### src/rtl/hart_reset_ctrl.sv
// hart_reset_ctrl: debug-module driven reset sequencer.
// One FSM per hart (IDLE/HOLD/DONE) plus a system FSM (IDLE/HOLD/WAIT/DONE)
// that gates the peripheral reset. Every output is a flop loaded from the
// next-state decode, so a request sampled in cycle t shows up in cycle t+1.
// Optional feature macro: HART_RESET_CTRL_STATUS_EN adds the sticky
// per-hart hart_reset_seen status with its clear input.
module hart_reset_ctrl #(
    parameter int unsigned N_HARTS     = 1,
    parameter int unsigned HOLD_CYCLES = 16
) (
    input  logic               clk,
    input  logic               rst,
    input  logic               sys_reset_req,
    input  logic [N_HARTS-1:0] hart_reset_req,
`ifdef HART_RESET_CTRL_STATUS_EN
    input  logic [N_HARTS-1:0] hart_reset_seen_clr,
    output logic [N_HARTS-1:0] hart_reset_seen,
`endif
    output logic [N_HARTS-1:0] rst_n_hart,
    output logic               rst_n_periph,
    output logic [N_HARTS-1:0] hart_reset_done,
    output logic               sys_reset_done
);

    localparam int unsigned   CW      = $clog2(HOLD_CYCLES);
    localparam logic [CW-1:0] CNT_MAX = CW'(HOLD_CYCLES - 1);

    typedef enum logic [1:0] {
        H_IDLE,
        H_HOLD,
        H_DONE
    } hart_state_e;

    typedef enum logic [1:0] {
        S_IDLE,
        S_HOLD,
        S_WAIT,
        S_DONE
    } sys_state_e;

    // Harts whose FSM will be in HOLD next cycle; the system FSM uses this
    // so its done pulse lines up with the last hart leaving HOLD.
    logic [N_HARTS-1:0] hold_next;

    for (genvar i = 0; i < N_HARTS; i++) begin : g_hart
        hart_state_e   state_q, state_d;
        logic [CW-1:0] cnt_q, cnt_d;
        logic          eff;
        logic          rst_n_q, done_q;

        assign eff = hart_reset_req[i] | sys_reset_req;

        // Hart next-state: a request during HOLD only extends the hold.
        always_comb begin
            state_d = state_q;
            cnt_d   = cnt_q;
            case (state_q)
                H_IDLE: begin
                    if (eff) begin
                        state_d = H_HOLD;
                        cnt_d   = '0;
                    end
                end
                H_HOLD: begin
                    if (cnt_q == CNT_MAX && !eff) begin
                        state_d = H_DONE;
                        cnt_d   = '0;
                    end else if (cnt_q != CNT_MAX) begin
                        cnt_d = cnt_q + 1'b1;
                    end
                end
                H_DONE: begin
                    cnt_d   = '0;
                    state_d = eff ? H_HOLD : H_IDLE;
                end
                default: begin
                    state_d = H_IDLE;
                    cnt_d   = '0;
                end
            endcase
        end

        assign hold_next[i] = (state_d == H_HOLD);

        // Hart state and registered outputs; reset forces a fresh hold.
        always_ff @(posedge clk) begin
            if (rst) begin
                state_q <= H_HOLD;
                cnt_q   <= '0;
                rst_n_q <= 1'b0;
                done_q  <= 1'b0;
            end else begin
                state_q <= state_d;
                cnt_q   <= cnt_d;
                rst_n_q <= (state_d != H_HOLD);
                done_q  <= (state_d == H_DONE);
            end
        end

        assign rst_n_hart[i]      = rst_n_q;
        assign hart_reset_done[i] = done_q;

`ifdef HART_RESET_CTRL_STATUS_EN
        logic seen_q;

        // Sticky completion flag; a completion in the clear cycle wins.
        always_ff @(posedge clk) begin
            if (rst) begin
                seen_q <= 1'b0;
            end else if (state_q == H_DONE) begin
                seen_q <= 1'b1;
            end else if (hart_reset_seen_clr[i]) begin
                seen_q <= 1'b0;
            end
        end

        assign hart_reset_seen[i] = seen_q;
`endif
    end

    sys_state_e    sstate_q, sstate_d;
    logic [CW-1:0] scnt_q, scnt_d;
    logic          rst_n_periph_q, sys_done_q;

    // System next-state: after its own hold, wait for every hart to finish.
    always_comb begin
        sstate_d = sstate_q;
        scnt_d   = scnt_q;
        case (sstate_q)
            S_IDLE: begin
                if (sys_reset_req) begin
                    sstate_d = S_HOLD;
                    scnt_d   = '0;
                end
            end
            S_HOLD: begin
                if (scnt_q == CNT_MAX && !sys_reset_req) begin
                    sstate_d = (|hold_next) ? S_WAIT : S_DONE;
                    scnt_d   = '0;
                end else if (scnt_q != CNT_MAX) begin
                    scnt_d = scnt_q + 1'b1;
                end
            end
            S_WAIT: begin
                if (sys_reset_req) begin
                    sstate_d = S_HOLD;
                    scnt_d   = '0;
                end else if (!(|hold_next)) begin
                    sstate_d = S_DONE;
                end
            end
            S_DONE: begin
                scnt_d   = '0;
                sstate_d = sys_reset_req ? S_HOLD : S_IDLE;
            end
            default: begin
                sstate_d = S_IDLE;
                scnt_d   = '0;
            end
        endcase
    end

    // System state and registered peripheral reset / done pulse.
    always_ff @(posedge clk) begin
        if (rst) begin
            sstate_q       <= S_HOLD;
            scnt_q         <= '0;
            rst_n_periph_q <= 1'b0;
            sys_done_q     <= 1'b0;
        end else begin
            sstate_q       <= sstate_d;
            scnt_q         <= scnt_d;
            rst_n_periph_q <= !(sstate_d == S_HOLD || sstate_d == S_WAIT);
            sys_done_q     <= (sstate_d == S_DONE);
        end
    end

    assign rst_n_periph   = rst_n_periph_q;
    assign sys_reset_done = sys_done_q;

endmodule

### config.mk
export PLATFORM = sky130hd
export DESIGN_NAME = hart_reset_ctrl
export DESIGN_NICKNAME = d
export VERILOG_FILES = /design/src/rtl/hart_reset_ctrl.sv
export SDC_FILE = /design/constraint.sdc
export NUM_CORES = 1
export LEC_CHECK = 0
export BUFFER_PORTS_ARGS = -buffer_cell sky130_fd_sc_hd__buf_4
export CORE_MARGIN = 2
export CORE_UTILIZATION = 55
export CTS_CLUSTER_DIAMETER = 150
export DETAILED_ROUTE_END_ITERATION = 10
export HOLD_SLACK_MARGIN = 0.08
export MAX_ROUTING_LAYER = met4
export PLACE_DENSITY = 0.75
export SLEW_MARGIN = 20
export SYNTH_ARGS = -nofsm -noshare
export SYNTH_HDL_FRONTEND = slang
export SYNTH_SLANG_ARGS = --single-unit
### constraint.sdc
create_clock -name clk -period 2.23 [get_ports clk]
set_input_delay 0.1115 -clock clk [delete_from_list [all_inputs] [get_ports clk]]
set_output_delay 0.1115 -clock clk [all_outputs]
set_load 0.005 [all_outputs]
Word level (Yosys, flattened, before mapping):

Index checks and enable logic that the tools add are counted.

* register bits after elaboration: 16
* input bits: 4
* output and inout port bits: 4
* word-level logic and storage cells: 60

* $add $sub $neg: 2
* equality and inequality tests: 19
* muxes and demuxes: 19
* bitwise gates (word level): 1
* reduce and logical (&&, ||, !) cells: 11

Operators with widths (count)
* two-way mux 4 bit: 6
* equality test 2 bit, second input constant: 6
* two-way mux 2 bit: 6
* case mux 4 bit (3 select lines): 1
* adder 4 x 1 -> 4 bit, second input constant: 2
* equality test 2 x 1 -> 1 bit, second input constant: 4
* equality test 4 bit, second input constant: 2
* inequality test 4 bit, second input constant: 2
* case mux 2 bit (4 select lines): 1
* case mux 4 bit (2 select lines): 1
* inequality test 3 bit, second input constant: 2
* case mux 2 bit (3 select lines): 1
* zero test 2 bit: 2
* inequality test 2 x 1 -> 1 bit, second input constant: 2
* AND reduction 2 bit: 2
* zero test 1 bit: 3
* two-way mux 1 bit: 3
* logical AND 1 bit: 2
* inequality test 2 bit, second input constant: 1
* OR reduction 2 bit: 1
* logical OR 1 bit: 1
* OR 1 bit: 1

Longest topological paths before layout:

Gate-level depths: netlist (run 1).

* word-level depth: 12
* depth in mapped cells: 7

Worst setup path before layout (run 1):

No wires, ideal clock.

* path kind: reg-to-reg
* start: reg g_hart[0].cnt_q[0]
* end: reg rst_n_periph_q (netlist: rst_n_periph)
* arrival: 1.403 ns
* setup slack: 0.763 ns
* cell stages (with the launch flop): 8
* buffers on the path: 0
* cells stage by stage: dfxtp_1 > ha_1 > nand3_1 > o311ai_2 > nand2_1 > nand3b_1 > ha_1 > nor2_1

* word-level cells in the longest chain between the ends: 11
* elaborated cells on any way between the ends: 14
* those cells by class: eq/ne: 4; mux: 7; reduce/logical: 3

Ends and longest elaborated chain
* start: declaration: RTL line 47 `logic [CW-1:0] cnt_q, cnt_d;`
* start signal: assignment: RTL line 94 `cnt_q <= cnt_d;`
* equality test 4 bit (*): RTL line 65 `if (cnt_q == CNT_MAX && !eff) begin`
* logical AND 1 bit (*): RTL line 65
* two-way mux 2 bit (*): RTL line 65
* case mux 2 bit (3 select lines) (*): RTL line 57 `case (state_q)`
* equality test 2 x 1 -> 1 bit (*): RTL line 83 `assign hold_next[i] = (state_d == H_HOLD);`
* two-way mux 2 bit or two-way mux 1 bit (tied branches): RTL line 148, 138
* two-way mux 2 bit, on equally long branches: RTL line 145, 137
* case mux 2 bit (4 select lines) (*): RTL line 129 `case (sstate_q)`
* net sstate_d[0]: RTL line 121 `sys_state_e sstate_q, sstate_d;`
* equality test 2 x 1 -> 1 bit or equality test 2 bit (tied branches): RTL line 173 `rst_n_periph_q <= !(sstate_d == S_HOLD || sstate_d == S_WAIT);`
* logical OR 1 bit (*): RTL line 173
* zero test 1 bit (*): RTL line 173
* end signal: assignment: RTL line 173
* end: declaration: RTL line 123 `logic rst_n_periph_q, sys_done_q;`

Mark *: on every way through the listed nets, which the timed path passes. The rest lies on a longest branch.
A chain may end at the register's enable or synchronous reset.

Worst setup path in the final report (run 1):

Ends and elaborated chain as after synthesis.

==> metrics.json, run 1 <==
{
  "run_status": {"value": "complete, no violations"},
  "setup_repair_after_global_routing_missed_its_margin": {"value": "no"},
  "routed_via_density": {"value": 5.929},
  "groute.usage.overall": {"value": 20.44, "unit": "%"},
  "arrival": {"value": 1890, "unit": "ps"},
  "netlist_instances": {"value": 88},
  "finalSetupViolCount": {"value": 0},
  "fp.dieArea": {"value": 1679, "unit": "um^2"},
  "leakagePower": {"value": 0.3474, "unit": "nW"},
  "die_h": {"value": 40.98, "unit": "um"},
  "worst_path_largest_cell_delay": {"value": 370, "unit": "ps"},
  "synth.lib_cells_used.distinct": {"value": 31},
  "die_x": {"value": 40.98, "unit": "um"},
  "clock-root-buffer": {"value": "sky130_fd_sc_hd__clkbuf_4"},
  "placement_rows": {"value": 13},
  "timing.final.max_slew_violations": {"value": 0},
  "core_area": {"value": 1285, "unit": "um^2"},
  "synth_enable_flop_cells": {"value": 0},
  "initial_core_utilization": {"value": 58.52, "unit": "%"},
  "sequential_fraction_of_the_synthesis_area": {"value": 42.60, "unit": "%"},
  "remaining_drc_errors": {"value": 0},
  "critical_path.most_common_cell": {"value": "sky130_fd_sc_hd__ha_1"},
  "synth.ff_latch_count": {"value": 16},
  "post-dp-hpwl": {"value": 1.012, "unit": "mm"},
  "finalHoldViolations": {"value": 0},
  "setup.worst_path.class": {"value": "register to register"},
  "worst_skew_pair_latency": {"value": 280, "unit": "ps"},
  "synth-main-ff-cell": {"value": "sky130_fd_sc_hd__dfxtp_1"},
  "gp_weighted_congestion": {"value": 0.7892},
  "cp_cell_sequence": {"value": "ha_1 > nand3_1 > o311ai_2 > o21ai_1 > nand3b_1 > ha_1 > nor2_1"},
  "final.setup.tns": {"value": 0, "unit": "ps"},
  "drive_gt1_share": {"value": 15.46, "unit": "%"},
  "syn-num-nets": {"value": 95},
  "boundaryPins": {"value": 8},
  "finish.utilization": {"value": 66.41, "unit": "%"},
  "grt_pass1_wl": {"value": 2.166, "unit": "mm"},
  "async_reset_ff_share": {"value": 0, "unit": "%"},
  "buffer_ports.inserted": {"value": 7},
  "htree_num_levels": {"value": 1},
  "crit_slowest_cell": {"value": "sky130_fd_sc_hd__dfxtp_1"},
  "post_synth.cell_area_avg": {"value": 8.545, "unit": "um^2"},
  "avgRoutedWirePerCell": {"value": 12.76, "unit": "um"},
  "wl": {"value": 1.429, "unit": "mm"},
  "num_antenna_cells": {"value": 0},
  "residual_antenna_violating_net_count_after_detailed_routing": {"value": 0},
  "worst_setup_hold_path_clk_slew": {"value": 100, "unit": "ps"},
  "finalCriticalPeriod": {"value": 1664, "unit": "ps"},
  "cp_max_fo": {"value": 5},
  "antenna_violations_before_repair": {"value": 0},
  "layout_worst_path_cycle_share": {"value": 74.63, "unit": "%"},
  "final_global_route_overflow_total": {"value": 0},
  "detailedRoute.firstPassIterationCount": {"value": 4},
  "transition_time_at_the_pin_with_the_least_slew_margin": {"value": 323.9, "unit": "ps"},
  "worst_clock_skew": {"value": 4.721, "unit": "ps"},
  "slew-limit-headroom": {"value": 78.37, "unit": "%"},
  "cts.sink_count": {"value": 16},
  "initialDrtViolationCount": {"value": 19},
  "max-clock-path-buffers": {"value": 2},
  "cts-buffers-inserted": {"value": 3},
  "netlist_area_before_placement": {"value": 752.0, "unit": "um^2"},
  "fmaxAchievable": {"value": 0.6009, "unit": "GHz"},
  "post_cts_hold_buffer_count": {"value": 1},
  "route.vias.total": {"value": 664},
  "yosysWarnings": {"value": 0},
  "post-cts-setup-buffers": {"value": 0},
  "grt_start_max_net_pins": {"value": 15},
  "power_density": {"value": 627.0, "unit": "nW/um^2"},
  "critical_path.endpoint_type": {"value": "register"},
  "holdCritPathClass": {"value": "primary input to register"},
  "first_global_vias": {"value": 518},
  "startpoint_type": {"value": "register"},
  "maxCapViolCount": {"value": 0},
  "cts-resized-gates": {"value": 0},
  "worstPathRequired": {"value": 2460, "unit": "ps"},
  "power.ir.vdd_worst": {"value": 424.8, "unit": "uV"},
  "tritoncts": {"value": "built"},
  "synthesis_to_layout_area_growth": {"value": 13.48, "unit": "%"},
  "fin_nets": {"value": 105}
}
-- layer usage --
layer	GRT usage, %	vias to the layer above	part of all wire (%)
li1	-	339	-
met1	26.25	312	49
met2	30.86	11	47
met3	3.261	2	2.9
met4	10.00	0	1.2
met5	-	-	0
-- kinds of logic (layout without fill, tap and decap cells) --
logic type,Yosys count,in the layout,share of synthesized area (%)
and+or+nand+nor,40,40,27.79
AOI/OAI and AO/OA,22,22,19.47
DFF,16,16,42.60
buffers and inverters,6,15,3.660
adders and majority gates,3,3,4.992
muxes,1,1,1.497
-- registers in the layout, indices dropped and copies added, names as in the netlist --
name / flops
g_hart.state_q: 2
rst_n_periph: 1
scnt_q: 4
sstate_q: 2
g_hart.cnt_q: 4
rst_n_hart: 1
sys_reset_done: 1
hart_reset_done: 1
-- worst max-delay path, delay by kind of cell (launching register included) --
family                   cells  cell delay [ps]
adder cells (fa/ha/maj)      2              460
AND/OR/NAND/NOR              3              330
flip-flops                   1              370
AO/OA/AOI/OAI                2              450
-- synthesized netlist by cell type, types with 2 or more instances --
| cell type | count | area share, % |
|---|---|---|
| sky130_fd_sc_hd__ha_1 | 3 | 5.0 |
| sky130_fd_sc_hd__nor2_1 | 6 | 3.0 |
| sky130_fd_sc_hd__nor3_1 | 5 | 3.3 |
| sky130_fd_sc_hd__nor2b_1 | 2 | 1.7 |
| sky130_fd_sc_hd__o21ai_1 | 4 | 2.7 |
| sky130_fd_sc_hd__a21oi_1 | 10 | 6.7 |
| sky130_fd_sc_hd__and2b_1 | 2 | 2.0 |
| sky130_fd_sc_hd__a311oi_1 | 2 | 2.3 |
| sky130_fd_sc_hd__and3_1 | 3 | 2.5 |
| sky130_fd_sc_hd__nand2_1 | 10 | 5.0 |
| sky130_fd_sc_hd__inv_1 | 2 | 1.0 |
| sky130_fd_sc_hd__nand3_1 | 4 | 2.7 |
| sky130_fd_sc_hd__or3_1 | 2 | 1.7 |
| sky130_fd_sc_hd__dfxtp_1 | 16 | 43 |
-- per-stage QoR --
| step | worst slack [ps] | total power, mW | cell area [um^2] | std cells | hold slack, ps |
|---|---|---|---|---|---|
| final | 565.8 | 0.5350 | 853.3 | 112 | 108.6 |
| after global routing | 418.2 | 0.5551 | 853.3 | 112 | 103.5 |
| after CTS | 574.0 | 0.5403 | 853.3 | 112 | 100.6 |
| after detailed placement | 618.7 | 0.3482 | 807.0 | 107 | 356.2 |
| after global placement | 691.4 | 0.3475 | 807.0 | 107 | 352.3 |
| after floorplan | 762.5 | 0.3370 | 752.0 | 88 | 303.1 |
-- cells in the final DEF, fill, tap and decap left out, drive strengths merged, types with 2 or more instances in the layout --
cell type  netlist  routed
a311oi           2       2
a21oi           10      10
or3              3       3
and2b            2       2
nor2b            2       2
nor2             6       6
nand3            4       4
clkbuf           1       4
and3             4       4
nand2           10      10
o21ai            4       4
dfxtp           16      16
inv              3       3
ha               3       3
buf              2       7
nor3             5       5
-- final cells by class --
cell class | count | area, um^2
Clock buffer | 4 | 36.28
Sequential cell | 16 | 320.3
Multi-Input combinational cell | 66 | 404.1
Timing Repair Buffer | 8 | 62.56
Fill cell | 116 | 431.7
Inverter | 3 | 11.26
Tap cell | 15 | 18.77
-- worst paths after layout --
kind	cells after the start	start	endpoint	slack, ps
max	7	g_hart[0].cnt_q[0]$_SDFFE_PP0P_	rst_n_periph$_SDFF_PP0_	570
min	2	sys_reset_req	sstate_q[1]$_SDFF_PP0_	110
max reg2reg	7	g_hart[0].cnt_q[0]$_SDFFE_PP0P_	rst_n_periph$_SDFF_PP0_	570
min reg2reg	2	g_hart[0].cnt_q[0]$_SDFFE_PP0P_	g_hart[0].cnt_q[0]$_SDFFE_PP0P_	480
-- report_power, final --
group | total [mW] | internal (mW) | switching [mW]
Combinational | 0.0392 | 0.0184 | 0.0208
Sequential | 0.304 | 0.295 | 0.00929
Clock | 0.192 | 0.0993 | 0.0924
No activity file was read; power rests on OpenSTA's default activity.
==> run 2, diff against run 1 <==
Settings changed: CORE_UTILIZATION 55 to 54, PLACE_DENSITY 0.75 to 0.74.
Clock period 2.23 ns to 1.6 ns, I/O delays scaled along.
==> run 2 against run 1 <==
  * The run now ends with negative setup slack left
  * Sequential cell count is the same
  * First-iteration DRC count rose to 2.5 times the previous value
  * Critical path depth did not move
  * Sequential share of layout area shrank 2.7 points
  * Critical endpoint unchanged
  * Largest cell class unchanged
==> metrics.json, run 2 (same netlist as run 1, synthesis figures left out) <==
{
  "run_status": {"value": "complete, but fails checks"},
  "violations": {"value": "negative setup slack"},
  "finalCriticalPeriod": {"value": 1604, "unit": "ps"},
  "buffer_ports.inserted": {"value": 7},
  "residual_antenna_violating_net_count_after_detailed_routing": {"value": 0},
  "initial_core_utilization": {"value": 57.79, "unit": "%"},
  "initialDrtViolationCount": {"value": 48},
  "cp_cell_sequence": {"value": "ha_4 > nand3_4 > o311ai_4 > nand2_1 > nand3b_1 > ha_1 > nor2_1"},
  "leakagePower": {"value": 0.3754, "unit": "nW"},
  "arrival": {"value": 1850, "unit": "ps"},
  "reg.largest.list": {"value": "g_hart.cnt_q: 4 flops, scnt_q: 4 flops"},
  "die_x": {"value": 41.32, "unit": "um"},
  "final-instance-count-excl-fill": {"value": 116},
  "worst_path_largest_cell_delay": {"value": 380, "unit": "ps"},
  "ff2ff_path_depth": {"value": 7},
  "tritoncts": {"value": "built"},
  "critical_path.endpoint_type": {"value": "register"},
  "gp_weighted_congestion": {"value": 0.8305},
  "rr_endpoint": {"value": "rst_n_periph$_SDFF_PP0_"},
  "timing.final.max_slew_violations": {"value": 0},
  "antenna_violations_before_repair": {"value": 0},
  "p_int": {"value": 0.5361, "unit": "mW"},
  "clockPowerShare": {"value": 30.6, "unit": "%"},
  "total_switching_power": {"value": 0.1860, "unit": "mW"},
  "max-clock-path-buffers": {"value": 2},
  "total_power": {"value": 0.7221, "unit": "mW"},
  "first_global_vias": {"value": 548},
  "maxCapViolCount": {"value": 0},
  "drive_gt1_share": {"value": 24.75, "unit": "%"},
  "grt_pass1_wl": {"value": 2.283, "unit": "mm"},
  "final_cell_mix": {"value": "sky130_fd_sc_hd__dfxtp_1, sky130_fd_sc_hd__buf_4, sky130_fd_sc_hd__nand2_1"},
  "clock-root-buffer": {"value": "sky130_fd_sc_hd__clkbuf_4"},
  "place_inst": {"value": 109},
  "groute.usage.overall": {"value": 21.22, "unit": "%"},
  "cts.sink_count": {"value": 16},
  "cp_max_fo": {"value": 3},
  "layout_setup_ws": {"value": -4.320, "unit": "ps"},
  "setup.worst_path.class": {"value": "register to register"},
  "hold_start": {"value": "sys_reset_req"},
  "die_h": {"value": 41.32, "unit": "um"},
  "rr_startpoint": {"value": "g_hart[0].cnt_q[0]$_SDFFE_PP0P_"},
  "p_sw_share": {"value": 25.76, "unit": "%"},
  "power_density": {"value": 778.9, "unit": "nW/um^2"},
  "holdCritPathClass": {"value": "primary input to register"},
  "crit_slowest_cell": {"value": "sky130_fd_sc_hd__dfxtp_2"},
  "power.ir.vdd_worst": {"value": 506.6, "unit": "uV"},
  "final.setup.tns": {"value": -4.320, "unit": "ps"},
  "flop2flop_setup_slack": {"value": -4, "unit": "ps"},
  "wl": {"value": 1.811, "unit": "mm"},
  "finish.utilization": {"value": 71.25, "unit": "%"},
  "post-dp-hpwl": {"value": 1.000, "unit": "mm"},
  "final_global_route_overflow_total": {"value": 0},
  "worst_clock_skew": {"value": 0.2249, "unit": "ps"},
  "avgRoutedWirePerCell": {"value": 15.61, "unit": "um"},
  "slew-limit-headroom": {"value": 77.39, "unit": "%"},
  "htree_num_levels": {"value": 1},
  "cts-buffers-inserted": {"value": 3},
  "worstPathRequired": {"value": 1840, "unit": "ps"},
  "synthesis_to_layout_area_growth": {"value": 23.29, "unit": "%"},
  "power.combinational.fraction": {"value": 9.9, "unit": "%"},
  "route.vias.total": {"value": 741},
  "boundaryPins": {"value": 8},
  "startpoint_type": {"value": "register"},
  "fmaxAchievable": {"value": 0.6233, "unit": "GHz"},
  "seq_power_share": {"value": 59.5, "unit": "%"},
  "routed_via_density": {"value": 6.388},
  "placement_rows": {"value": 13},
  "layout.cells.most_common": {"value": "sky130_fd_sc_hd__dfxtp_1"},
  "fillerInstances": {"value": 98},
  "core_area": {"value": 1301, "unit": "um^2"},
  "whs_path_depth": {"value": 3},
  "fin_worst_hold_slack": {"value": 149.9, "unit": "ps"},
  "fin_nets": {"value": 110},
  "layout_worst_path_cycle_share": {"value": 100.3, "unit": "%"},
  "fp.dieArea": {"value": 1707, "unit": "um^2"},
  "grt_start_max_net_pins": {"value": 15},
  "whs_endpoint": {"value": "sstate_q[0]$_SDFF_PP1_"},
  "detailedRoute.firstPassIterationCount": {"value": 4},
  "finalHoldViolations": {"value": 0},
  "num_antenna_cells": {"value": 0},
  "remaining_drc_errors": {"value": 0},
  "transition_time_at_the_pin_with_the_least_slew_margin": {"value": 338.8, "unit": "ps"},
  "worst_skew_pair_latency": {"value": 300, "unit": "ps"},
  "worst_setup_hold_path_clk_slew": {"value": 90, "unit": "ps"},
  "finalSetupViolCount": {"value": 1}
}
==> run 2: changes by cell type in the layout (fill, tap and decap cells not counted), sizes merged <==
cell and change:
dlygate4sd3 +1, buf +4, clkbuf -1
==> run 2: power groups by stage <==
stage          Sequential, mW  Clock [mW]  Combinational [mW]
3_3_place_gp            0.432           0              0.0535
5_1_grt                 0.431       0.235              0.0800
2_1_floorplan           0.430           0              0.0402
6_report                0.429       0.221              0.0718
3_5_place_dp            0.432           0              0.0546
4_1_cts                 0.423       0.212              0.0596
==> run 2: worst max path at each step <==
stage / from / end / slack (ps) / cells after the start
finish: g_hart[0].cnt_q[0]$_SDFFE_PP0P_ / rst_n_periph$_SDFF_PP0_ / -4 / 7
floorplan: g_hart[0].cnt_q[0]$_SDFFE_PP0P_ / rst_n_periph$_SDFF_PP0_ / 130 / 7
CTS: g_hart[0].cnt_q[0]$_SDFFE_PP0P_ / rst_n_periph$_SDFF_PP0_ / 50 / 7
global route: g_hart[0].cnt_q[1]$_SDFFE_PP0P_ / rst_n_periph$_SDFF_PP0_ / -50 / 7
detailed placement: g_hart[0].cnt_q[0]$_SDFFE_PP0P_ / rst_n_periph$_SDFF_PP0_ / 70 / 7
global placement: scnt_q[0]$_SDFFE_PP0P_ / rst_n_periph$_SDFF_PP0_ / 120 / 6
==> run 2: critical path, delay by kind of cell (launching register included) <==
kind,cells,cell delay (ps)
and+or+nand+nor,4,430
adders and majority gates,2,390
DFF,1,380
AOI/OAI and AO/OA,1,350
==> run 2: area by class of cell <==
type / count / area (um^2) / share of cell area (%)
Clock buffer: 3 / 22.52 / 2.429
Inverter: 3 / 11.26 / 1.215
Multi-Input combinational cell: 66 / 449.2 / 48.45
Sequential cell: 16 / 322.8 / 34.82
Tap cell: 15 / 18.77 / 2.024
Timing Repair Buffer: 13 / 102.6 / 11.07
==> run 2: metrics by stage <==
stage	cell area [um^2]	setup WS (ps)
2_1_floorplan	752.0	132.5
3_3_place_gp	822.0	123.5
3_5_place_dp	822.0	71.56
4_1_cts	864.6	51.89
5_1_grt	927.1	-48.89
6_report	927.1	-4.320
==> run 2: what timing repair did <==
item | CTS | global route
resized for setup | 0 | 10
endpoints found under the hold margin | 7 | 0
setup endpoints to repair | 0 | 2
buffers inserted | 0 | 2
hold buffers | 2 | 0
==> run 2: routing by layer <==
layer | vias to the layer above | track usage, % | part of all wire, %
met5 | - | - | 0
met4 | 0 | 9.677 | 6.6
met3 | 15 | 4.787 | 10
met2 | 51 | 28.91 | 43
met1 | 328 | 29.61 | 40
li1 | 347 | - | -
==> run 3, diff against run 2 <==
Settings changed: CORE_UTILIZATION 54 to 40, PLACE_DENSITY 0.74 to 0.63.
==> run 3 against run 2 <==
  * Critical path type unchanged
  * Worst hold slack lost 28 ps
  * Cell area grew 1.2%
  * Clock skew grew 1.0 ps
  * Critical path depth is the same
  * Maximum frequency grew 3.6%
  * Combinational power shrank 12%
  * Global-route usage shrank 4.5 points
  * Highest routed layer unchanged
  * Largest cell class unchanged
  * Clock power grew 24%
  * The run now ends clean
==> metrics.json, run 3 (same netlist as run 1, synthesis figures left out) <==
{
  "clock-root-buffer": {"value": "sky130_fd_sc_hd__clkbuf_4"},
  "synthesis_to_layout_area_growth": {"value": 24.79, "unit": "%"},
  "final-instance-count-excl-fill": {"value": 125},
  "remaining_drc_errors": {"value": 0},
  "post-dp-hpwl": {"value": 1.035, "unit": "mm"},
  "layout_setup_ws": {"value": 51.28, "unit": "ps"},
  "core_area": {"value": 1745, "unit": "um^2"},
  "startpoint_type": {"value": "register"},
  "maxUsedRoutingLayer": {"value": "met4"},
  "cts.sink_count": {"value": 16},
  "finalHoldViolations": {"value": 0},
  "slew-limit-headroom": {"value": 80.01, "unit": "%"},
  "cp_max_fo": {"value": 3},
  "flop2flop_setup_slack": {"value": 50, "unit": "ps"},
  "buffer_ports.inserted": {"value": 7},
  "grt_pass1_wl": {"value": 2.490, "unit": "mm"},
  "finalSetupViolCount": {"value": 0},
  "avgRoutedWirePerCell": {"value": 12.28, "unit": "um"},
  "fmaxAchievable": {"value": 0.6457, "unit": "GHz"},
  "leakagePower": {"value": 0.3768, "unit": "nW"},
  "worstPathRequired": {"value": 1830, "unit": "ps"},
  "power_density": {"value": 815.1, "unit": "nW/um^2"},
  "transition_time_at_the_pin_with_the_least_slew_margin": {"value": 299.5, "unit": "ps"},
  "first_global_vias": {"value": 592},
  "seqCellArea": {"value": 325.3, "unit": "um^2"},
  "fin_nets": {"value": 108},
  "antenna_violations_before_repair": {"value": 0},
  "run_status": {"value": "complete, no violations"},
  "route.vias.total": {"value": 663},
  "critical_path.endpoint_type": {"value": "register"},
  "initial_core_utilization": {"value": 43.08, "unit": "%"},
  "wl": {"value": 1.535, "unit": "mm"},
  "power.ir.vdd_worst": {"value": 566.6, "unit": "uV"},
  "holdCritPathClass": {"value": "primary input to register"},
  "detailedRoute.firstPassIterationCount": {"value": 4},
  "initialDrtViolationCount": {"value": 24},
  "max-clock-path-buffers": {"value": 2},
  "final_cell_mix": {"value": "sky130_fd_sc_hd__dfxtp_1, sky130_fd_sc_hd__nand2_1, sky130_fd_sc_hd__a21oi_1, sky130_fd_sc_hd__buf_4, sky130_fd_sc_hd__nor2_1"},
  "die_x": {"value": 47.36, "unit": "um"},
  "finish.utilization": {"value": 53.76, "unit": "%"},
  "place_inst": {"value": 119},
  "multiInputGateArea": {"value": 446.7, "unit": "um^2"},
  "routed_via_density": {"value": 5.304},
  "placement_rows": {"value": 15},
  "reg.largest.list": {"value": "g_hart.cnt_q: 4 flops, scnt_q: 4 flops"},
  "grt_start_max_net_pins": {"value": 15},
  "boundaryPins": {"value": 8},
  "detailroute.wirelength.met2": {"value": 612, "unit": "um"},
  "cts-buffers-inserted": {"value": 3},
  "timing.final.max_slew_violations": {"value": 0},
  "groute.usage.overall": {"value": 16.76, "unit": "%"},
  "worst_skew_pair_latency": {"value": 290, "unit": "ps"},
  "wl_met1": {"value": 821, "unit": "um"},
  "tritoncts": {"value": "built"},
  "total_power": {"value": 0.7649, "unit": "mW"},
  "num_antenna_cells": {"value": 0},
  "fp.dieArea": {"value": 2243, "unit": "um^2"},
  "drive_gt1_share": {"value": 23.00, "unit": "%"},
  "met3RoutedLength": {"value": 60, "unit": "um"},
  "layout.cells.most_common": {"value": "sky130_fd_sc_hd__dfxtp_1"},
  "arrival": {"value": 1780, "unit": "ps"},
  "setup_repair_after_global_routing_missed_its_margin": {"value": "yes"},
  "fillerInstances": {"value": 164},
  "place_worst_setup_slack": {"value": 31.41, "unit": "ps"},
  "worst_setup_hold_path_clk_slew": {"value": 100, "unit": "ps"},
  "worst_clock_skew": {"value": 1.232, "unit": "ps"},
  "maxCapViolCount": {"value": 0},
  "residual_antenna_violating_net_count_after_detailed_routing": {"value": 0},
  "die_h": {"value": 47.36, "unit": "um"},
  "setup.worst_path.class": {"value": "register to register"},
  "finalCriticalPeriod": {"value": 1549, "unit": "ps"},
  "layout_worst_path_cycle_share": {"value": 96.79, "unit": "%"},
  "final_global_route_overflow_total": {"value": 0},
  "gp_weighted_congestion": {"value": 0.8153},
  "htree_num_levels": {"value": 1}
}
[run 3: cell count changes in the layout (fill, tap and decap cells not counted)]
cell	change
sky130_fd_sc_hd__buf_4	-2
sky130_fd_sc_hd__clkbuf_8	+1
sky130_fd_sc_hd__dfxtp_2	-1
sky130_fd_sc_hd__dfxtp_4	+1
sky130_fd_sc_hd__ha_1	+1
sky130_fd_sc_hd__ha_2	-1
[run 3: final cells by class]
| class | count | area share [%] |
|---|---|---|
| clock buffers | 4 | 3.867 |
| repair buffers | 11 | 9.333 |
| multi-input cells | 66 | 47.60 |
| well taps | 25 | 3.333 |
| flip-flops and latches | 16 | 34.67 |
| inverters | 3 | 1.200 |
[run 3: per-stage QoR]
stage	instance area, um^2	TNS [ps]	hold slack (ps)
after global routing	938.4	-39.75	98.71
after global placement	834.6	0	324.3
after CTS	890.9	0	95.82
after floorplan	752.0	0	271.6
after detailed placement	834.6	0	331.2
final	938.4	0	122.1
[run 3: critical path, cell delays in order (launching register included)]
cell and delay [ps]:
sky130_fd_sc_hd__dfxtp_2 370, sky130_fd_sc_hd__ha_4 150, sky130_fd_sc_hd__nand3_4 80, sky130_fd_sc_hd__o311ai_4 350, sky130_fd_sc_hd__nand2_1 120, sky130_fd_sc_hd__nand3b_1 100
sky130_fd_sc_hd__ha_1 230, sky130_fd_sc_hd__nor2_1 80
[run 3: repair_timing]
item                                   CTS  global route
hold buffers                             2             0
resized for setup                        0            10
setup endpoints to repair                0             2
endpoints found under the hold margin    7             0
buffers inserted                         0             0
[run 3: worst paths after layout]
path | cells after the start | to | from
worst min-delay path | 3 | g_hart[0].state_q[1]$_SDFF_PP0_ | hart_reset_req
worst max-delay path | 7 | rst_n_periph$_SDFF_PP0_ | g_hart[0].cnt_q[1]$_SDFFE_PP0P_
worst max register to register | 7 | rst_n_periph$_SDFF_PP0_ | g_hart[0].cnt_q[1]$_SDFFE_PP0P_
worst min register to register | 1 | scnt_q[1]$_SDFFE_PP0P_ | sstate_q[0]$_SDFF_PP1_
[run 3: power by group]
group / switching (mW) / internal (mW)
Clock: 0.136 / 0.139
Combinational: 0.0324 / 0.0310
Sequential: 0.0152 / 0.411
Total: 0.184 / 0.581
[run 3: layer usage]
metal | up-vias | GRT usage [%]
li1 | 348 | -
met1 | 293 | 22.97
met2 | 16 | 22.16
met3 | 6 | 3.462
met4 | 0 | 10.00
met5 | - | -
